--- config.mk ---
export PLATFORM = sky130hd
export DESIGN_NAME = program_loader
export DESIGN_NICKNAME = d
export VERILOG_FILES = /design/src/rtl/program_loader.sv
export SDC_FILE = /design/constraint.sdc
export NUM_CORES = 1
export LEC_CHECK = 0
export BUFFER_PORTS_ARGS = -buffer_cell sky130_fd_sc_hd__clkbuf_2
export CELL_PAD_IN_SITES_DETAIL_PLACEMENT = 0
export CELL_PAD_IN_SITES_GLOBAL_PLACEMENT = 1
export CORE_UTILIZATION = 38
export DETAILED_ROUTE_END_ITERATION = 8
export GPL_TIMING_DRIVEN = 0
export PLACE_DENSITY = 0.8
export SYNTH_ARGS = -nofsm -noshare
export SYNTH_HDL_FRONTEND = slang
export SYNTH_SLANG_ARGS = --single-unit
--- constraint.sdc ---
create_clock -name clk -period 2.6 [get_ports clk]
set_input_delay 0.26 -clock clk [delete_from_list [all_inputs] [get_ports clk]]
set_output_delay 0.26 -clock clk [all_outputs]
set_load 0.1 [all_outputs]
--- src/rtl/program_loader.sv ---
// Instruction RAM writer: parses a framed byte stream of opcode/argument pairs,
// writes them to sequential addresses and holds the CPU in reset until the checksum verifies.
module program_loader #(
    parameter int unsigned PC_WIDTH       = 8,
    parameter int unsigned OPCODE_WIDTH   = 4,
    parameter int unsigned ARGUMENT_WIDTH = 8,
    parameter int unsigned INSTR_WIDTH    = OPCODE_WIDTH + ARGUMENT_WIDTH,
    parameter logic [7:0]  SYNC_BYTE      = 8'hA5,
    parameter bit          BOOT_HOLD      = 1'b0
) (
    input  logic                   clk,
    input  logic                   rst,
    input  logic [7:0]             in_data,
    input  logic                   in_valid,
    output logic                   in_ready,
    output logic                   mem_we,
    output logic [PC_WIDTH-1:0]    mem_addr,
    output logic [INSTR_WIDTH-1:0] mem_wdata,
    output logic                   cpu_hold,
    output logic                   done,
    output logic                   error
);

    localparam int unsigned AddrW    = PC_WIDTH + 1;
    localparam int unsigned MaxWords = 1 << PC_WIDTH;
    localparam logic [7:0]  OpMask   = 8'((1 << OPCODE_WIDTH) - 1);

    typedef enum logic [2:0] {
        StIdle, StCount, StOp, StArg, StCsum, StDone, StErr
    } state_e;

    state_e                  state_q, state_d;
    logic [8:0]              n_q, n_d;
    logic [AddrW-1:0]        addr_q, addr_d;
    logic [7:0]              sum_q, sum_d;
    logic [OPCODE_WIDTH-1:0] opcode_q, opcode_d;
    logic                    in_ready_q;
    logic                    mem_we_q, mem_we_d;
    logic [PC_WIDTH-1:0]     mem_addr_q, mem_addr_d;
    logic [INSTR_WIDTH-1:0]  mem_wdata_q, mem_wdata_d;
    logic                    hold_q, hold_d;
    logic                    done_q, done_d;
    logic                    error_q, error_d;

    logic       fire;
    logic [8:0] n_in;

    assign fire = in_valid && in_ready_q;
    // COUNT of zero encodes a full 256-pair frame.
    assign n_in = (in_data == 8'h00) ? 9'd256 : {1'b0, in_data};

    always_comb begin
        state_d     = state_q;
        n_d         = n_q;
        addr_d      = addr_q;
        sum_d       = sum_q;
        opcode_d    = opcode_q;
        mem_we_d    = 1'b0;
        mem_addr_d  = mem_addr_q;
        mem_wdata_d = mem_wdata_q;
        hold_d      = hold_q;
        done_d      = done_q;
        error_d     = error_q;
        if (fire) begin
            unique case (state_q)
                StIdle, StDone, StErr: begin
                    if (in_data == SYNC_BYTE) begin
                        state_d = StCount;
                        done_d  = 1'b0;
                        error_d = 1'b0;
                        hold_d  = 1'b1;
                    end
                end
                StCount: begin
                    n_d    = n_in;
                    sum_d  = in_data;
                    addr_d = '0;
                    if (32'(n_in) > MaxWords) begin
                        state_d = StErr;
                        error_d = 1'b1;
                    end else begin
                        state_d = StOp;
                    end
                end
                StOp: begin
                    if ((in_data & ~OpMask) != 8'h00) begin
                        state_d = StErr;
                        error_d = 1'b1;
                    end else begin
                        opcode_d = in_data[OPCODE_WIDTH-1:0];
                        sum_d    = sum_q + in_data;
                        state_d  = StArg;
                    end
                end
                StArg: begin
                    mem_we_d    = 1'b1;
                    mem_addr_d  = addr_q[PC_WIDTH-1:0];
                    mem_wdata_d = {opcode_q, in_data[ARGUMENT_WIDTH-1:0]};
                    addr_d      = addr_q + 1'b1;
                    sum_d       = sum_q + in_data;
                    state_d     = (32'(addr_q) + 32'd1 < 32'(n_q)) ? StOp : StCsum;
                end
                StCsum: begin
                    if (in_data == sum_q) begin
                        state_d = StDone;
                        done_d  = 1'b1;
                        hold_d  = 1'b0;
                    end else begin
                        state_d = StErr;
                        error_d = 1'b1;
                    end
                end
                default: state_d = StIdle;
            endcase
        end
    end

    always_ff @(posedge clk) begin
        if (rst) begin
            state_q     <= StIdle;
            n_q         <= '0;
            addr_q      <= '0;
            sum_q       <= '0;
            opcode_q    <= '0;
            in_ready_q  <= 1'b0;
            mem_we_q    <= 1'b0;
            mem_addr_q  <= '0;
            mem_wdata_q <= '0;
            hold_q      <= BOOT_HOLD;
            done_q      <= 1'b0;
            error_q     <= 1'b0;
        end else begin
            state_q     <= state_d;
            n_q         <= n_d;
            addr_q      <= addr_d;
            sum_q       <= sum_d;
            opcode_q    <= opcode_d;
            in_ready_q  <= 1'b1;
            mem_we_q    <= mem_we_d;
            mem_addr_q  <= mem_addr_d;
            mem_wdata_q <= mem_wdata_d;
            hold_q      <= hold_d;
            done_q      <= done_d;
            error_q     <= error_d;
        end
    end

    assign in_ready  = in_ready_q;
    assign mem_we    = mem_we_q;
    assign mem_addr  = mem_addr_q;
    assign mem_wdata = mem_wdata_q;
    assign cpu_hold  = hold_q;
    assign done      = done_q;
    assign error     = error_q;

endmodule
# Yosys cells after proc, flatten, opt, wreduce, memory -nomap -nowiden
# Index checks and enable logic that the tools add are counted.
# totals
regBits	58
inputBits	11
out_inout_bits	25
elab_cells	73
# op_classes
add_sub_neg	3
order_cmp	2
n_eq_ne	14
mux	22
bitwise	2
reduce_logical	18
# op_table
cell	n
$pmux 8 s3	1
$pmux 9 s2	1
$pmux 3 s5	1
$mux 3	4
$ne 2x2->1 const B	6
$add 9x1->10 const B	1
$lt 10x9->1	1
$add 9x1->9 const B	1
$eq 3x3->1 const B	3
$gt 9x9->1 const B	1
$mux 1	9
$mux 9	1
$add 8x8->8	1
$eq 8x8->1	1
$eq 8x8->1 const B	1
$logic_not 8->1	1
$mux 8	1
$reduce_and 2->1	4
$reduce_bool 8->1	1
$eq 3x2->1 const B	2
$reduce_and 3->1	2
$reduce_and 6->1	1
$pmux 1 s2	2
$pmux 1 s4	1
other kinds (11)	13

# Logic depth before layout (Yosys ltp)
# logic_depth
word_depth	5
mapped_depth	12
mapped_depth_nobuf	12

# Least setup slack after synthesis
# No wires, ideal clock.
# synth_path
path_type	register -> register
start	register addr_q[0]
end	register state_q[2]
setup_ns	0.132
arrival_ns	2.636
t_required_ns	2.468
path_slack_ns	-0.168
path_stages_with_launch	13
n_path_buf	0
period_less_slack_ns	2.768
path_cell_list	dfxtp_1 -> ha_1 -> nand3_1 -> nor2_1 -> nand3_1 -> xnor2_1 -> ha_1 -> and4_1 -> o21ai_0 -> o21ai_0 -> a2111oi_0 -> a2111o_1 -> a21oi_1
# synth_via
elab_chain_len	4
# synth_rtl
element	line	rtl
start: declaration	34	logic [AddrW-1:0] addr_q, addr_d;
start signal: assignment	135	addr_q <= addr_d;
$add 9x1->10	101	state_d = (32'(addr_q) + 32'd1 < 32'(n_q)) ? StOp : StCsum;
$lt 10x9->1	101	
$mux 3	101	
$pmux 3 s5	65	unique case (state_q)
end signal: assignment	120	state_q <= StIdle;
end signal: assignment	133	state_q <= state_d;
end: declaration	32	state_e state_q, state_d;
# Every way passes these cells.
# A chain may end at the register's enable or synchronous reset.

# Final worst setup path
# Ends and elaborated chain as after synthesis.

==> run_results.csv <==
group,metric,value,unit
outcome,status,"completed",
final_layout,multiInputGateArea,0.00177,mm²
global_route,grt-ovfl-total,0,
timing,finalSetupViolCount,0,
final_layout,finalNonFillerCells,548,
detailed_routing,via_per_inst,5.21,
clock_tree,numClockSinks,58,
timing,slew_headroom,55.2,%
worst_setup_path,critPathSlowestCell,"dfxtp_4",
placed_design,dpl.cell_count,527,
logic_synthesis,ys_warn_count,0,
final_layout,postLayoutCellArea,0.00365,mm²
worst_setup_path,crit_fanout,7,
worst_setup_path,crit_path_max_incr_delay,0.39,ns
logic_synthesis,ys_seq_area_share,38.5,%
timing,hold_viol,0,
timing,min_period_over_period,97.1,%
logic_synthesis,synth-seq-cells,58,
floorplan,fp.coreArea,0.00769,mm²
detailed_routing,vias,2855,
detailed_routing,dr.pass1.iters,4,
floorplan,die_w,91.1,µm
power,clkPwrFrac,49.1,%
clock_tree,cts.path.max_buffers,2,
power,combPwrFrac,4.2,%
power,p_int,1.47,mW
power,p_leak,1.39,nW
clock_tree,htreeDepth,3,
global_route,antenna_found_initial,0,
worst_setup_path,crit_buf_inv,0,
worst_setup_path,cp-start-kind,"flop",
power,power_switching,0.433,mW
worst_setup_path,cp.required,2.87,ns
global_route,grt_max_degree,11,
worst_setup_path,critical_path_class,"reg -> reg",
timing,tns,0,ns
timing,whs,0.242,ns
logic_synthesis,synthMuxAreaShare,2.37,%
logic_synthesis,netlist_area,0.00301,mm²
logic_synthesis,synth_compound_area_share,19.7,%
logic_synthesis,synth_nets,419,
detailed_routing,ant_nets,0,
power,peakVddDrop,0.257,mV
floorplan,die_area,0.00829,mm²
floorplan,rows,32,
global_route,grtUsageTotal,20.1,%
floorplan,num_io_pins,36,
logic_synthesis,yosys.area_share.simple,24.0,%
final_layout,nets,469,
logic_synthesis,synth_top_family_by_area,"simple AND/OR/NAND/NOR gates",
detailed_routing,avgRoutedWirePerCell,14.3,µm
logic_synthesis,synthXorXnorAreaFrac,2.91,%
power,swShare,22.7,%
final_layout,syn2layout_area_growth,21.1,%
timing,worst_slew_pin_slew,0.671,ns
clock_tree,holdBufCountCts,0,
placed_design,io_buffers,34,
logic_synthesis,avgSynthCellArea,7.71,µm²
worst_setup_path,cpLargestDelayFamily,"compound AO/OA/AOI/OAI gates",
final_layout,n_antenna_cell,0,
placed_design,place_area,0.00332,mm²
clock_tree,cts-buffers-inserted,9,
timing,period_needed,2.52,ns
timing,clock_skew,0.00894,ns
logic_synthesis,synth_cells,391,
clock_tree,root_buffer,"clkbuf_8",
logic_synthesis,synth.distinct_cells,49,
detailed_routing,finalWirelength,7850,µm
placed_design,place_congestion,0.838,
power,power,1.90,mW
detailed_routing,drcViolationCount,0,
power,p_seq_share,46.7,%
timing,finalMaxSlewViolations,0,
job,max-cap-violations,0,
clock_tree,clkTransAtPathRegs,0.07,ns
power,p_per_area,521,mW/mm²
floorplan,start_util,39.2,%
timing,fmax,396,MHz
detailed_routing,drtIter0Drc,164,
logic_synthesis,synthAdderAreaFrac,7.31,%
final_layout,nFillCells,786,
final_layout,regArea,0.00117,mm²
clock_tree,clk_latency,0.34,ns
clock_tree,cts_tree,"built",
worst_setup_path,crit_chain,"ha_4, nand3_4, nor2_4, nand3_2, xnor2_2, ha_1, and4_1, nand3_1, o21ai_2, a2111oi_4, a2111o_1, a21oi_2",
final_layout,drive_gt1_share,18.6,%
global_route,grt_pass1_wl,13200,µm
worst_hold_path,hp-class,"in -> reg",
worst_setup_path,worst_setup_path_end_kind,"flop",
placed_design,post-dp-hpwl,5400,µm
global_route,grt_pass1_vias,2729,
floorplan,die_y,91.1,µm
worst_setup_path,worstPathArrival,2.80,ns
-- power by group through the flow --
stage	combinational, mW	sequential (mW)	clock, mW
CTS	0.0803	0.888	0.958
floorplan	0.0373	0.916	0
finish	0.0800	0.887	0.935
detailed placement	0.0798	0.910	0
global route	0.0878	0.887	1.01
global placement	0.0791	0.910	0
-- metrics by stage --
step	setup WS (ns)	utilization [%]
2_1_floorplan	0.00139	-
6_report	0.0754	47.5
3_3_place_gp	-0.454	43.1
5_1_grt	-0.0291	47.5
3_5_place_dp	-0.495	43.1
4_1_cts	0.000323	46.5
-- worst reg2reg max path: stages (launching register included) --
cell and delay, ns:
dfxtp_4 0.39, ha_4 0.16, nand3_4 0.09, nor2_4 0.14, nand3_2 0.11, xnor2_2 0.18
ha_1 0.32, and4_1 0.21, nand3_1 0.10, o21ai_2 0.21, a2111oi_4 0.06, a2111o_1 0.39
a21oi_2 0.11
-- kinds of logic (layout without fill, tap and decap cells) --
| group | count (synthesis) | in the layout |
|---|---|---|
| AOI/OAI and AO/OA | 102 | 102 |
| muxes | 7 | 7 |
| xor gates and xnor gates | 10 | 10 |
| DFF | 58 | 58 |
| buffers and inverters | 37 | 92 |
| adders and majority gates | 17 | 17 |
| and+or+nand+nor | 160 | 160 |
-- sequential cells by signal (all words and copies together), names as in the netlist --
register / cells
n_q: 9
addr_q: 9
in_ready: 1
mem_addr: 8
sum_q: 8
mem_wdata: 12
error: 1
state_q: 3
opcode_q: 4
done: 1
cpu_hold: 1
mem_we: 1
-- timing repair --
item                                    4_1_cts  5_1_grt
cloned                                        0        0
endpoints found under the setup margin        2        2
buffers inserted                              1        4
pin swaps                                     1        8
gates resized for setup                       9       10
-- layout by cell type (no fill, tap or decap), types with 10 or more instances in the layout --
master / Yosys / final
clkbuf_8: 0 / 10
inv_1: 17 / 17
clkbuf_2: 0 / 34
a21oi_1: 55 / 54
clkbuf_1: 12 / 13
o21ai_0: 20 / 19
ha_1: 16 / 15
nand2_1: 78 / 78
dfxtp_1: 58 / 53
nor2_1: 35 / 34
-- area by class of cell --
cell class	instances	share of cell area, %
Sequential cell	58	32.1
Buffer	20	2.54
Clock buffer	11	3.87
Tap cell	102	3.50
Multi-Input combinational cell	296	48.4
Clock inverter	5	2.12
Timing Repair Buffer	39	5.69
Inverter	17	1.75
-- final timing paths --
check / from / to / cells after the start / slack, ns
max: addr_q[0]$_SDFFE_PP0P_ / state_q[2]$_SDFFE_PP0P_ / 12 / 0.08
min: in_data[3] / mem_wdata[3]$_SDFFE_PP0P_ / 3 / 0.24
max reg2reg: addr_q[0]$_SDFFE_PP0P_ / state_q[2]$_SDFFE_PP0P_ / 12 / 0.08
min reg2reg: mem_addr[7]$_SDFFE_PP0P_ / mem_addr[7]$_SDFFE_PP0P_ / 2 / 0.45
-- synthesized netlist by cell type (all sizes together) --
master / n / area, µm²
a2111o: 1 / 11.3
a2111oi: 1 / 8.76
a211oi: 1 / 7.51
a21boi: 1 / 7.51
a21o: 4 / 30.0
a21oi: 55 / 275
a22oi: 2 / 15.0
a311oi: 1 / 8.76
a31oi: 2 / 12.5
a41o: 1 / 10.0
a41oi: 1 / 8.76
and2: 5 / 31.3
and3: 1 / 6.26
and4: 1 / 8.76
buf: 8 / 47.5
clkbuf: 12 / 45.0
dfxtp: 58 / 1160
fa: 1 / 20.0
ha: 16 / 200
inv: 17 / 63.8
mux2: 1 / 11.3
mux2i: 6 / 60.1
nand2: 78 / 293
nand2b: 3 / 18.8
nand3: 10 / 50.1
nand3b: 2 / 15.0
nand4: 2 / 12.5
nor2: 35 / 131
nor2b: 2 / 12.5
nor3: 5 / 25.0
nor4: 6 / 52.6
o2111ai: 3 / 26.3
o211a: 1 / 10.0
o211ai: 3 / 22.5
o21a: 1 / 7.51
o21ai: 22 / 118
o21bai: 1 / 7.51
o22ai: 1 / 6.26
or2: 5 / 31.3
or3: 4 / 25.0
or4: 1 / 11.3
xnor2: 8 / 70.1
xor2: 2 / 17.5
-- layer usage --
| layer | GRT usage (%) | share of wire [%] | up-vias |
|---|---|---|---|
| li1 | - | - | 1448 |
| met1 | 25.0 | 47 | 1331 |
| met2 | 33.5 | 49 | 63 |
| met3 | 4.94 | 3.1 | 13 |
| met4 | 7.67 | 1.5 | 0 |
| met5 | 0 | 0 | - |
(Power assumes the default switching activity.)
